## config.mk

```make
export PLATFORM = sky130hd
export DESIGN_NAME = a2d_spi_responder
export DESIGN_NICKNAME = d
export VERILOG_FILES = /design/src/rtl/a2d_spi_responder.sv
export SDC_FILE = /design/constraint.sdc
export NUM_CORES = 1
export LEC_CHECK = 0
export ABC_CLOCK_PERIOD_IN_PS = 2800
export CORE_MARGIN = 4
export CORE_UTILIZATION = 30
export DETAILED_ROUTE_END_ITERATION = 16
export DONT_BUFFER_PORTS = 1
export SLEW_MARGIN = 20
export SYNTH_ARGS = -nofsm -noshare
export SYNTH_HDL_FRONTEND = slang
export SYNTH_SLANG_ARGS = --single-unit
```

## constraint.sdc

```tcl
create_clock -name clk -period 2.8 [get_ports clk]
set_input_delay 0.84 -clock clk [delete_from_list [all_inputs] [get_ports clk]]
set_output_delay 0.84 -clock clk [all_outputs]
set_load 0.02 [all_outputs]
```

## src/rtl/a2d_spi_responder.sv

```systemverilog
// a2d_spi_responder: SPI slave model of an 8-channel 12-bit A2D converter.
// Each frame's response carries the sample for the channel addressed in the previous good frame.
module a2d_spi_responder #(
   parameter logic [11:0] RST_VAL     = 12'h000,
   parameter int          SYNC_STAGES = 2
) (
   input  logic        clk,
   input  logic        rst_n,
   input  logic        SS_n,
   input  logic        SCLK,
   input  logic        MOSI,
   output logic        MISO,
   input  logic        wr_en,
   input  logic [2:0]  wr_chnl,
   input  logic [11:0] wr_data,
   output logic [2:0]  cmd_chnl,
   output logic        frame_done,
   output logic        frame_err
);
   typedef enum logic [1:0] {IDLE, SHIFT, DONE} state_t;
   state_t                 state_q, state_d;
   logic [SYNC_STAGES:0]   ss_q, sclk_q;
   logic [SYNC_STAGES-1:0] mosi_q;
   logic [11:0]            regs_q [8];
   logic [4:0]             cnt_q, cnt_d;
   logic [15:0]            tx_q, tx_d;
   logic [13:0]            rx_q, rx_d;
   logic [2:0]             cmd_q, cmd_d;
   logic                   done_q, done_d, err_q, err_d;
   logic                   ss_fall, ss_rise, sclk_rise, sclk_fall, mosi_s;

   assign ss_fall    = ss_q[SYNC_STAGES] & ~ss_q[SYNC_STAGES-1];
   assign ss_rise    = ~ss_q[SYNC_STAGES] & ss_q[SYNC_STAGES-1];
   assign sclk_fall  = sclk_q[SYNC_STAGES] & ~sclk_q[SYNC_STAGES-1];
   assign sclk_rise  = ~sclk_q[SYNC_STAGES] & sclk_q[SYNC_STAGES-1];
   assign mosi_s     = mosi_q[SYNC_STAGES-1];
   assign MISO       = tx_q[15];
   assign cmd_chnl   = cmd_q;
   assign frame_done = done_q;
   assign frame_err  = err_q;

   always_ff @(posedge clk or negedge rst_n) begin
      if (!rst_n) begin
         ss_q   <= '1;
         sclk_q <= '1;
         mosi_q <= '0;
      end else begin
         ss_q   <= {ss_q[SYNC_STAGES-1:0], SS_n};
         sclk_q <= {sclk_q[SYNC_STAGES-1:0], SCLK};
         mosi_q <= {mosi_q[SYNC_STAGES-2:0], MOSI};
      end
   end

   always_ff @(posedge clk or negedge rst_n) begin
      if (!rst_n) begin
         for (int i = 0; i < 8; i++) regs_q[i] <= RST_VAL;
      end else if (wr_en) begin
         regs_q[wr_chnl] <= wr_data;
      end
   end

   always_ff @(posedge clk or negedge rst_n) begin
      if (!rst_n) begin
         state_q <= IDLE;
         cnt_q   <= '0;
         tx_q    <= '0;
         rx_q    <= '0;
         cmd_q   <= '0;
         done_q  <= 1'b0;
         err_q   <= 1'b0;
      end else begin
         state_q <= state_d;
         cnt_q   <= cnt_d;
         tx_q    <= tx_d;
         rx_q    <= rx_d;
         cmd_q   <= cmd_d;
         done_q  <= done_d;
         err_q   <= err_d;
      end
   end

   // SS_n rise takes priority over any SCLK edge seen in the same cycle
   always_comb begin
      state_d = state_q;
      cnt_d   = cnt_q;
      tx_d    = tx_q;
      rx_d    = rx_q;
      cmd_d   = cmd_q;
      done_d  = 1'b0;
      err_d   = 1'b0;
      case (state_q)
         IDLE: if (ss_fall) begin
            state_d = SHIFT;
            cnt_d   = '0;
            tx_d    = {4'h0, regs_q[cmd_q]};
         end
         SHIFT: if (ss_rise) begin
            state_d = DONE;
         end else if (sclk_rise) begin
            rx_d  = {rx_q[12:0], mosi_s};
            cnt_d = (cnt_q == 5'd17) ? cnt_q : cnt_q + 5'd1;
         end else if (sclk_fall && cnt_q != 5'd0) begin
            tx_d = {tx_q[14:0], 1'b0};
         end
         DONE: begin
            state_d = IDLE;
            done_d  = (cnt_q == 5'd16);
            err_d   = (cnt_q != 5'd16);
            cmd_d   = (cnt_q == 5'd16) ? rx_q[13:11] : cmd_q;
         end
         default: state_d = IDLE;
      endcase
   end
endmodule

```

Word-level counts from Yosys, hierarchy flattened
Index checks and enable logic that the tools add are counted.

word-level totals
  bits in registers = 146
  output and inout bits = 6
  input port bits = 21

cells by class
  reduce and logical (&&, ||, !) cells = 10
  equality and inequality tests = 12
  $lt $le $gt $ge = 3
  bitwise gates (word level) = 11
  multiplexer cells = 21
  $add $sub $neg = 1

operators by type and width
  kind                                                       count
  bitwise mux 96 bit                                         1
  2-to-1 mux 16 bit                                          4
  binary-select mux 12 bit (select 3 bit)                    1
  demux 12 bit (select 3 bit)                                1
  2-to-1 mux 12 bit                                          3
  one-hot mux 16 bit (2 select lines)                        1
  2-to-1 mux 5 bit                                           4
  != test 2 bit (second input constant)                      7
  == test 5 bit (second input constant)                      2
  one-hot mux 5 bit (2 select lines)                         1
  AND reduction 5 bit                                        2
  greater-or-equal comparator 4 bit (second input constant)  2
  NOT 3 -> 4 bit                                             2
  adder 5 x 1 -> 5 bit (second input constant)               1
  != test 5 bit (second input constant)                      1
  NOT 1 bit                                                  5
  nonzero test 5 bit                                         1
  bitwise AND 1 bit                                          4
  < comparator 4 x 1 -> 1 bit (second input constant)        1
  2-to-1 mux 2 bit                                           2
  one-hot mux 2 bit (2 select lines)                         1
  AND reduction 2 bit                                        2
  AND reduction 3 bit                                        1
  == test 2 x 1 -> 1 bit (second input constant)             1
  5 further kinds                                            7

Logic depth before layout (Yosys ltp)
Gate-level depths: netlist of run 1.

  depth in word-level cells = 7
  depth in mapped cells = 7

Worst setup path after synthesis of run 1
No wires, ideal clock.

  path kind = input port to flip-flop
  start point = in wr_chnl[0]
  end point = reg regs_q[38] (netlist name)
  data arrival time = 1.916 ns
  setup slack = 0.759 ns
  buffers on the path = 1
  stages = 4
  data required time = 2.675 ns
  cells stage by stage = nand2b_1 > nor3b_1 > buf_2 > mux2_2

on the way
  longest elaborated chain between the ends = 6
  elaborated cells on any way between the ends = 7
  those cells by class = order compare: 2; mux: 3; bitwise: 1; reduce/logical: 1

RTL lines
  element                                                                                                        RTL line  RTL
  from (decl)                                                                                                    14        input logic [2:0] wr_chnl,
  NOT 3 -> 4 bit (implied by the code) *                                                                         58        regs_q[wr_chnl] <= wr_data;
  greater-or-equal comparator 4 bit (implied by the code) / < comparator 4 x 1 -> 1 bit (equally long branches)  58
  logical AND 1 bit (implied by the code)                                                                        58
  2-to-1 mux 12 bit (implied by the code)                                                                        58
  demux 12 bit (select 3 bit) *                                                                                  58
  bitwise mux 96 bit *                                                                                           58
  to (signal, indexed assignment)                                                                                58
  to (decl)                                                                                                      24        logic [11:0] regs_q [8];

Mark *: on every way between the ends. The rest lies on a longest branch, timed or not.
A chain may end at the register's enable or synchronous reset.

Final worst setup path of run 1
  start point = reg cnt_q[1]
  end point = reg tx_q[15]

on the way
  longest elaborated chain between the ends = 4

RTL lines
  element                               RTL line  RTL
  from (decl)                           25        logic [4:0] cnt_q, cnt_d;
  from (signal assigned)                73        cnt_q <= cnt_d;
  nonzero test 5 bit                    102       end else if (sclk_fall && cnt_q != 5'd0) begin
  logical AND 1 bit                     102
  != test 2 bit (no source line)        -
  AND reduction 5 bit (no source line)  -
  to (signal assigned)                  74        tx_q <= tx_d;
  to (decl)                             26        logic [15:0] tx_q, tx_d;

No other way between the ends.

==> metrics.txt, run 1 <==
status=finished, final reports clean; vias in the first global route=4018; setup TNS=0 ns; pin count of the biggest net entering global routing=roughly 150; Post-CTS Hold Buffers=0; Synthesized Nets=roughly 500; WL/cell=between 15 and 20 um; Fin Clk Skew=between 0.008 and 0.009 ns; Worst R2R Start=cnt_q[1]$_DFFE_PN0P_; Worst Path Required=a little over 3 ns; Worst Path Arrival=2.49 ns; die height=~160 um; area grow syn2layout=14.83%; mapped cell area=~6500 um2; DIE WIDTH=about 160 um; slew margin rel.=between 40% and 50%; worst setup path category=register to register; most common cell after layout, fill and taps aside=dfrtp_1; CTS buffer count=17; Comb power frac=about 14%; r2r setup slk=between 0.5 and 0.6 ns; post-detail-place hpwl=8263 um; CTS root buffer=clkbuf_16; share of cells above drive strength 1=between 40% and 50%; drt total wl=roughly 13000 um; total power=about 6100 uW; Final ANT Viol Nets=0; Post-Syn Instances=around 470; max incr delay on CP=about 0.60 ns; Hold Vio Cnt, Final=0; Net Sw Frac=about a quarter; share of the yosys chip area belonging to registers=roughly 56%; final worst path period need=about 2.2 ns; crit path cell chain=inv_1 -> ha_1 -> or4b_1 -> a41o_2 -> nand3_1 -> o21ai_2; Initial Util=a little under a third; Vias/cell=just under 5; Worst R2R End=tx_q[15]$_DFFE_PN0P_; post-CTS resize count=0; core footprint=roughly 21000 um2; Clk Latency, worst-skew pair=~0.42 ns; Final setup viols=0; CTS Buffer Depth=2; Reg power frac=between 40 and 50%; Crit path buffers/inverters=1; routability cong.=0.7727; CP Launch Type=register; total gr overflow=0; DRC viols=0; setup bufs post-CTS=0; clock sinks=146; Tot GR Track Use=a little under an eighth; Initial DRT Pass Iterations=4; Reg2Reg Depth=6; Nets=501; post-layout util=about a third; IO Pins=27; num rows=between 50 and 60; syn avg cell area=13.83 um2; crit path capture type=register; clock slew at reported path FFs=about 0.060 ns; first-pass GRT wire length=about 22000 um; Max-cap violations=0; Yosys cell types=between 40 and 50; die area=about 24000 um2; PortBufs=0; Pwr per Cell Area=around 820 nW/um2; Int Pwr=around 4600 uW; Min-Delay Path Class=input pin to asynchronous set/reset pin; pins over their slew limit=0; Crit Path Max Fanout=31; clock power share=39.7%; CP top delay family=simple AND/OR/NAND/NOR gates; # diodes=0; final worst-path cycle share=around four fifths; most frequent cells in the layout=dfrtp_1 (139), mux2_2 (115), mux2i_1 (44), clkbuf_16 (17), a21oi_1 (14); DRT iter0 DRCs=approximately 240; register bit total from synthesis=146; Synth Warn #=0; actual slew at the worst max-slew pin=0.8849 ns; highest clock rate=~450 MHz; RSZ-0062 raised after global routing=false; cell leakage power=around 0.003 uW; initial antenna violation count=0; slowest CP cell=a41o_2; CTS tree=done; P_sw=1507 uW; routed vias=3753; Hold WS=around 0.11 ns; worst vdd ir=516.0 uV; Max H-tree Level=4
## final cells by class
type	count	area, um2
clock inverter	14	202.7
timing repair buffer	13	110.1
sequential	146	3662
multi-input combinational	288	2681
clock buffer	18	439.2
inverter	11	41.29
tap	275	344.1
fill	2068	13740
## per-stage QoR
stage,setup slack [ns],instance area (um2),std cells
floorplan,0.7593,6515,471
global placement,0.6296,6839,733
detailed placement,0.5630,6839,733
CTS,0.5441,7481,765
global route,0.4381,7481,765
finish,0.5879,7481,765
## worst max-delay path by stage
| stage | from | cells after the start | endpoint |
|---|---|---|---|
| finish | cnt_q[1]$_DFFE_PN0P_ | 6 | tx_q[15]$_DFFE_PN0P_ |
| detailed placement | cnt_q[1]$_DFFE_PN0P_ | 6 | tx_q[15]$_DFFE_PN0P_ |
| CTS | cnt_q[1]$_DFFE_PN0P_ | 6 | tx_q[15]$_DFFE_PN0P_ |
| global placement | wr_chnl[0] | 4 | regs_q[92]$_DFFE_PN0P_ |
| global route | cnt_q[1]$_DFFE_PN0P_ | 6 | tx_q[15]$_DFFE_PN0P_ |
| floorplan | wr_chnl[0] | 4 | regs_q[38]$_DFFE_PN0P_ |
## flip-flops by register name (all words and copies together) (netlist names)
register,flops
ss_q,3
tx_q,16
mosi_q,2
frame_err,1
regs_q,96
cmd_chnl,3
frame_done,1
state_q,2
sclk_q,3
cnt_q,5
rx_q,14
## power by group through the flow
stage / sequential (uW) / clock (uW) / combinational [uW]
floorplan: 2790 / 0 / 739
global placement: 2850 / 0 / 814
detailed placement: 2870 / 0 / 852
CTS: 2840 / 2490 / 855
global route: 2900 / 2600 / 933
finish: 2840 / 2420 / 839
## cells in the mapped netlist (all sizes together)
| cell type | n | area, um2 |
|---|---|---|
| a21oi | 25 | 166.4 |
| a22oi | 11 | 82.58 |
| a311oi | 1 | 8.760 |
| a31o | 2 | 17.52 |
| a32oi | 11 | 96.34 |
| a41o | 1 | 10.01 |
| a41oi | 1 | 8.760 |
| and2 | 3 | 18.77 |
| and2b | 1 | 8.760 |
| and3 | 1 | 6.260 |
| buf | 22 | 140.1 |
| clkbuf | 4 | 15.01 |
| dfrtp | 140 | 3503 |
| dfstp | 6 | 157.7 |
| ha | 3 | 37.54 |
| inv | 11 | 41.29 |
| mux2 | 115 | 1295 |
| mux2i | 44 | 440.4 |
| mux4 | 2 | 45.04 |
| nand2 | 13 | 48.80 |
| nand2b | 3 | 18.77 |
| nand3 | 5 | 40.04 |
| nand3b | 1 | 7.510 |
| nand4 | 4 | 25.02 |
| nand4b | 3 | 26.28 |
| nand4bb | 1 | 11.26 |
| nor2 | 18 | 95.10 |
| nor2b | 5 | 31.28 |
| nor3 | 2 | 10.01 |
| nor3b | 2 | 15.01 |
| nor4b | 1 | 15.01 |
| o21ai | 7 | 53.80 |
| o31ai | 1 | 7.510 |
| or4b | 1 | 10.01 |
## metal layers
layer  track usage [%]  up-vias  part of all wire (%)
li1                  -     1730                     -
met1             15.31     1953                    47
met2             18.12       55                    47
met3             3.338       15                   4.2
met4             3.835        0                   1.2
met5                 0        -                     0
## logic make-up after synthesis
group / synth area share (%)
buffers and inverters: 3.015
DFF: 56.19
muxes: 27.33
adders and majority gates: 0.5762
and+or+nand+nor: 5.954
AOI/OAI and AO/OA: 6.933
## worst reg2reg max path, cell delays in order, from the launching register on
cell,delay (ns)
dfrtp_1,0.38
inv_1,0.12
ha_1,0.21
or4b_1,0.44
a41o_2,0.60
nand3_1,0.26
o21ai_2,0.07
Note: power is estimated with default switching activity, not from simulation.
==> run 2, diff against run 1 <==
--- a/config.mk
+++ b/config.mk
@@ -5,7 +5,8 @@
 export SDC_FILE = /design/constraint.sdc
 export NUM_CORES = 1
 export LEC_CHECK = 0
-export ABC_CLOCK_PERIOD_IN_PS = 2800
+export ABC_AREA = 1
+export ABC_CLOCK_PERIOD_IN_PS = 1900
 export CORE_MARGIN = 4
 export CORE_UTILIZATION = 30
 export DETAILED_ROUTE_END_ITERATION = 16
==> constraint.sdc (replaced) <==
create_clock -name clk -period 1.9 [get_ports clk]
set_input_delay 0.57 -clock clk [delete_from_list [all_inputs] [get_ports clk]]
set_output_delay 0.57 -clock clk [all_outputs]
set_load 0.02 [all_outputs]
==> run 2 against run 1 <==
  * The run now ends with hold timing left
  * Hold slack lost 0.27 ns
  * Maximum frequency up 33%
  * Utilization fell by 0.26 points
  * Clock power increased by 50%
  * Cell area shrank 2.0%
  * Sequential share of layout area is 0.99 points higher
  * Worst setup slack worse by 0.35 ns
  * Via count up 32%
  * Area after synthesis down 2.3%
  * Die area shrank 2.2%
==> metrics.txt, run 2 <==
worst vdd ir=553.5 uV (was 516.0 uV); register bit total from synthesis=146 (unchanged); post-detail-place hpwl=8728 um (was 8263 um); routability cong.=0.7556 (was 0.7727); crit path capture type=register (unchanged); RSZ-0062 raised after global routing=false (unchanged); multiplexer share of the synthesized area=0% (was 27.33%); main combinational cell family by area after synthesis=simple AND/OR/NAND/NOR gates (was multiplexers); Nets=782 (was 501); Regs by FF count=regs_q: 96 flops, tx_q: 16 flops, rx_q: 14 flops (unchanged); async set-or-reset flop fraction in the synthesized netlist=100.0% (unchanged); Post-synth top cells=nand2_1 (281), dfrtp_1 (140), nand3_1 (94), o21ai_0 (92), nor2_1 (36) (was dfrtp_1 (140), mux2_2 (115), mux2i_1 (44), a21oi_1 (14)); Clk Latency, worst-skew pair=0.43 ns (was 0.42 ns); setup bufs post-CTS=0 (unchanged); slew margin rel.=54.91% (was 41.01%); pin count of the biggest net entering global routing=147 (unchanged); CTS root buffer=clkbuf_16 (unchanged); Synth Area in Compound Gates=9.322% (was 6.933%); max FFs per register=96 (unchanged); syn avg cell area=8.339 um2 (was 13.83 um2); area grow syn2layout=15.26% (was 14.83%); worst setup path category=register to register (unchanged); num rows=53 (unchanged); CP Launch Type=register (unchanged); Top reg by flops=regs_q (unchanged); Max-cap violations=0 (unchanged); DIE WIDTH=153.6 um (was 155.4 um); Min-Delay Path Class=input pin to asynchronous set/reset pin (unchanged); Final ANT Viol Nets=0 (unchanged); Synth area leaders=dfrtp_1 (55%), nand2_1 (17%), nand3_1 (7.4%) (was dfrtp_1 (54%), mux2_2 (20%), mux2i_1 (6.8%)); CTS buffer count=17 (unchanged); top cell type's share of synthesized area=55.06% (was 53.77%); Max H-tree Level=4 (unchanged); Tot GR Track Use=13.58% (was 11.52%); Crit path buffers/inverters=2 (was 1); Yosys cell types=24 (was 41); share of the yosys chip area belonging to registers=57.54% (was 56.19%); final worst path period need=1.663 ns (was 2.212 ns); WL/cell=14.92 um (was 17.02 um); Worst Path Required=2.22 ns (was 3.07 ns); CP top delay family=simple AND/OR/NAND/NOR gates (unchanged); mapped cell area=6362 um2 (was 6515 um2); Adder-Cell Fraction of Synth Area=0.5900% (was 0.5761%); EDFF count, synth=0 (unchanged); failing checks=hold timing; DRT iter0 DRCs=420 (was 238); PortBufs=0 (unchanged); Crit Path Max Fanout=16 (was 31); post-synthesis xor/xnor area fraction=0.4130% (was 0%); clock slew at reported path FFs=0.06 ns (about the same); final worst-path cycle share=87.54% (was 79.00%); Final setup viols=0 (unchanged); CTS Buffer Depth=2 (unchanged); Worst Path Arrival=1.98 ns (was 2.49 ns); Reg2Reg Depth=8 (was 6); Synth Warn #=0 (unchanged); share of cells above drive strength 1=8.690% (was 42.65%); IO Pins=27 (unchanged); status=complete, but fails checks (was finished, final reports clean); Vias/cell=4.743 (was 4.906); ys flop type=dfrtp_1 (unchanged); Simple-Gate Fraction of Synth Area=27.57% (was 5.954%); crit path cell chain=inv_1 -> ha_1 -> nand3_1 -> nand3_2 -> nand2_2 -> inv_2 -> nand2_1 -> nand2_1 (was inv_1 -> ha_1 -> or4b_1 -> a41o_2 -> nand3_1 -> o21ai_2); clock sinks=146 (unchanged); Initial DRT Pass Iterations=5 (was 4); Hold WS=-0.1562 ns (was 0.1120 ns); Worst R2R End=tx_q[4]$_DFFE_PN0P_ (was tx_q[15]$_DFFE_PN0P_); die area=23600 um2 (was 24140 um2); area post-placement=6708 um2 (was 6839 um2); most frequent cells in the layout=nand2_1 (281), dfrtp_1 (139), nand3_1 (94), o21ai_0 (92), nor2_1 (36) (was dfrtp_1 (139), mux2_2 (115), mux2i_1 (44), clkbuf_16 (17), a21oi_1 (14)); CP most frequent cell=nand2_1; vias in the first global route=4683 (was 4018); initial antenna violation count=0 (unchanged); slowest CP cell=dfrtp_1 (was a41o_2); Initial Util=30.36% (was 30.70%); Fin Clk Skew=0.008083 ns (was 0.008120 ns); drt total wl=15610 um (was 13020 um); setup TNS=0 ns (unchanged); post-CTS resize count=0 (unchanged); core footprint=20960 um2 (was 21220 um2); largest area contributor in the netlist=dfrtp_1 (unchanged); highest clock rate=601.3 MHz (was 452.1 MHz); cell leakage power=0.003521 uW (was 0.003021 uW); r2r setup slk=0.24 ns (was 0.59 ns); total gr overflow=0 (unchanged); most common cell after layout, fill and taps aside=nand2_1 (was dfrtp_1); CTS tree=done (unchanged); design area=7333 um2 (was 7481 um2); die height=153.6 um (was 155.4 um); actual slew at the worst max-slew pin=0.6756 ns (was 0.8849 ns); # diodes=0 (unchanged); first-pass GRT wire length=25530 um (was 21890 um); Post-Syn Instances=763 (was 471); Hold Vio Cnt, Final=140 (was 0); Synthesized Nets=787 (was 495); most frequent cell after synthesis=nand2_1 (was dfrtp_1); Pwr per Cell Area=1196 nW/um2 (was 815.4 nW/um2); pins over their slew limit=0 (unchanged); DRC viols=0 (unchanged); routed vias=4961 (was 3753); Worst R2R Start=cnt_q[0]$_DFFE_PN0P_ (was cnt_q[1]$_DFFE_PN0P_); max incr delay on CP=0.43 ns (was 0.60 ns)
[run 2: cell types whose count changed after synthesis, moves of 16 or more]
cell | before | now
o21ai_0 | 2 | 92
clkbuf_1 | 4 | 25
nor2_1 | 7 | 36
nand3_1 | 2 | 94
inv_1 | 11 | 27
mux2_2 | 115 | 0
nand2_1 | 13 | 281
mux2i_1 | 44 | 0
[run 2: power breakdown]
part | leakage [uW] | internal, uW | total [uW] | switching, uW
combinational | 0.00137 | 437 | 1100 | 661
clock | 0.000309 | 2240 | 3620 | 1370
sequential | 0.00184 | 3720 | 4050 | 333
total | 0.00352 | 6400 | 8770 | 2370
[run 2: kinds of logic after synthesis]
family,count (synthesis)
compound gates,118
xor+xnor,3
fa+ha+maj,3
buf+inv,72
flops,146
simple gates,421
[run 2: area by class of cell]
cell class	instances	area, um2
Clock inverter	12	178.9
Inverter	32	120.1
Sequential cell	146	3662
Tap cell	275	344.1
Fill cell	2205	13620
Timing Repair Buffer	16	170.2
Multi-Input combinational cell	545	2411
Clock buffer	20	446.7
[run 2: through the flow]
| stage | std cells | setup slack [ns] | utilization, % | power (uW) | hold slack [ns] |
|---|---|---|---|---|---|
| 3_5_place_dp | 1014 | 0.2391 | 32.01 | 5211 | 0.2870 |
| 5_1_grt | 1046 | 0.08759 | 35.00 | 9244 | -0.1677 |
| 6_report | 1046 | 0.2368 | 35.00 | 8769 | -0.1562 |
| 2_1_floorplan | 763 | 0.4977 | - | 4908 | 0.2744 |
| 3_3_place_gp | 1014 | 0.3188 | 32.01 | 5171 | 0.2851 |
| 4_1_cts | 1046 | 0.2173 | 35.00 | 8831 | -0.1695 |
[run 2: how the worst max path moves through the flow]
| stage | from | to | slack, ns | cells past startpoint |
|---|---|---|---|---|
| floorplan | wr_en | regs_q[14]$_DFFE_PN0P_ | 0.50 | 6 |
| global placement | cnt_q[0]$_DFFE_PN0P_ | tx_q[15]$_DFFE_PN0P_ | 0.32 | 8 |
| detailed placement | cnt_q[0]$_DFFE_PN0P_ | tx_q[11]$_DFFE_PN0P_ | 0.24 | 8 |
| CTS | cmd_chnl[0]$_DFFE_PN0P_ | cmd_chnl[0] | 0.22 | 1 |
| global route | cnt_q[0]$_DFFE_PN0P_ | tx_q[9]$_DFFE_PN0P_ | 0.09 | 8 |
| finish | cnt_q[0]$_DFFE_PN0P_ | tx_q[4]$_DFFE_PN0P_ | 0.24 | 8 |
[run 2: metal layers]
metal  up-vias  part of all wire, %  global-route usage, %  wire [um]
met3        25                  5.4                  3.237        842
met1      2383                   51                  19.98       7895
li1       2452                    -                      -          -
met4         0                  1.6                  4.626        248
met5         -                    0                      0          0
met2       101                   42                  19.59       6619
[run 2: worst register-to-register path, cell delays in order (launching register included)]
cell	delay (ns)
dfrtp_1	0.43
inv_1	0.07
ha_1	0.21
nand3_1	0.11
nand3_2	0.24
nand2_2	0.20
inv_2	0.14
nand2_1	0.10
nand2_1	0.05
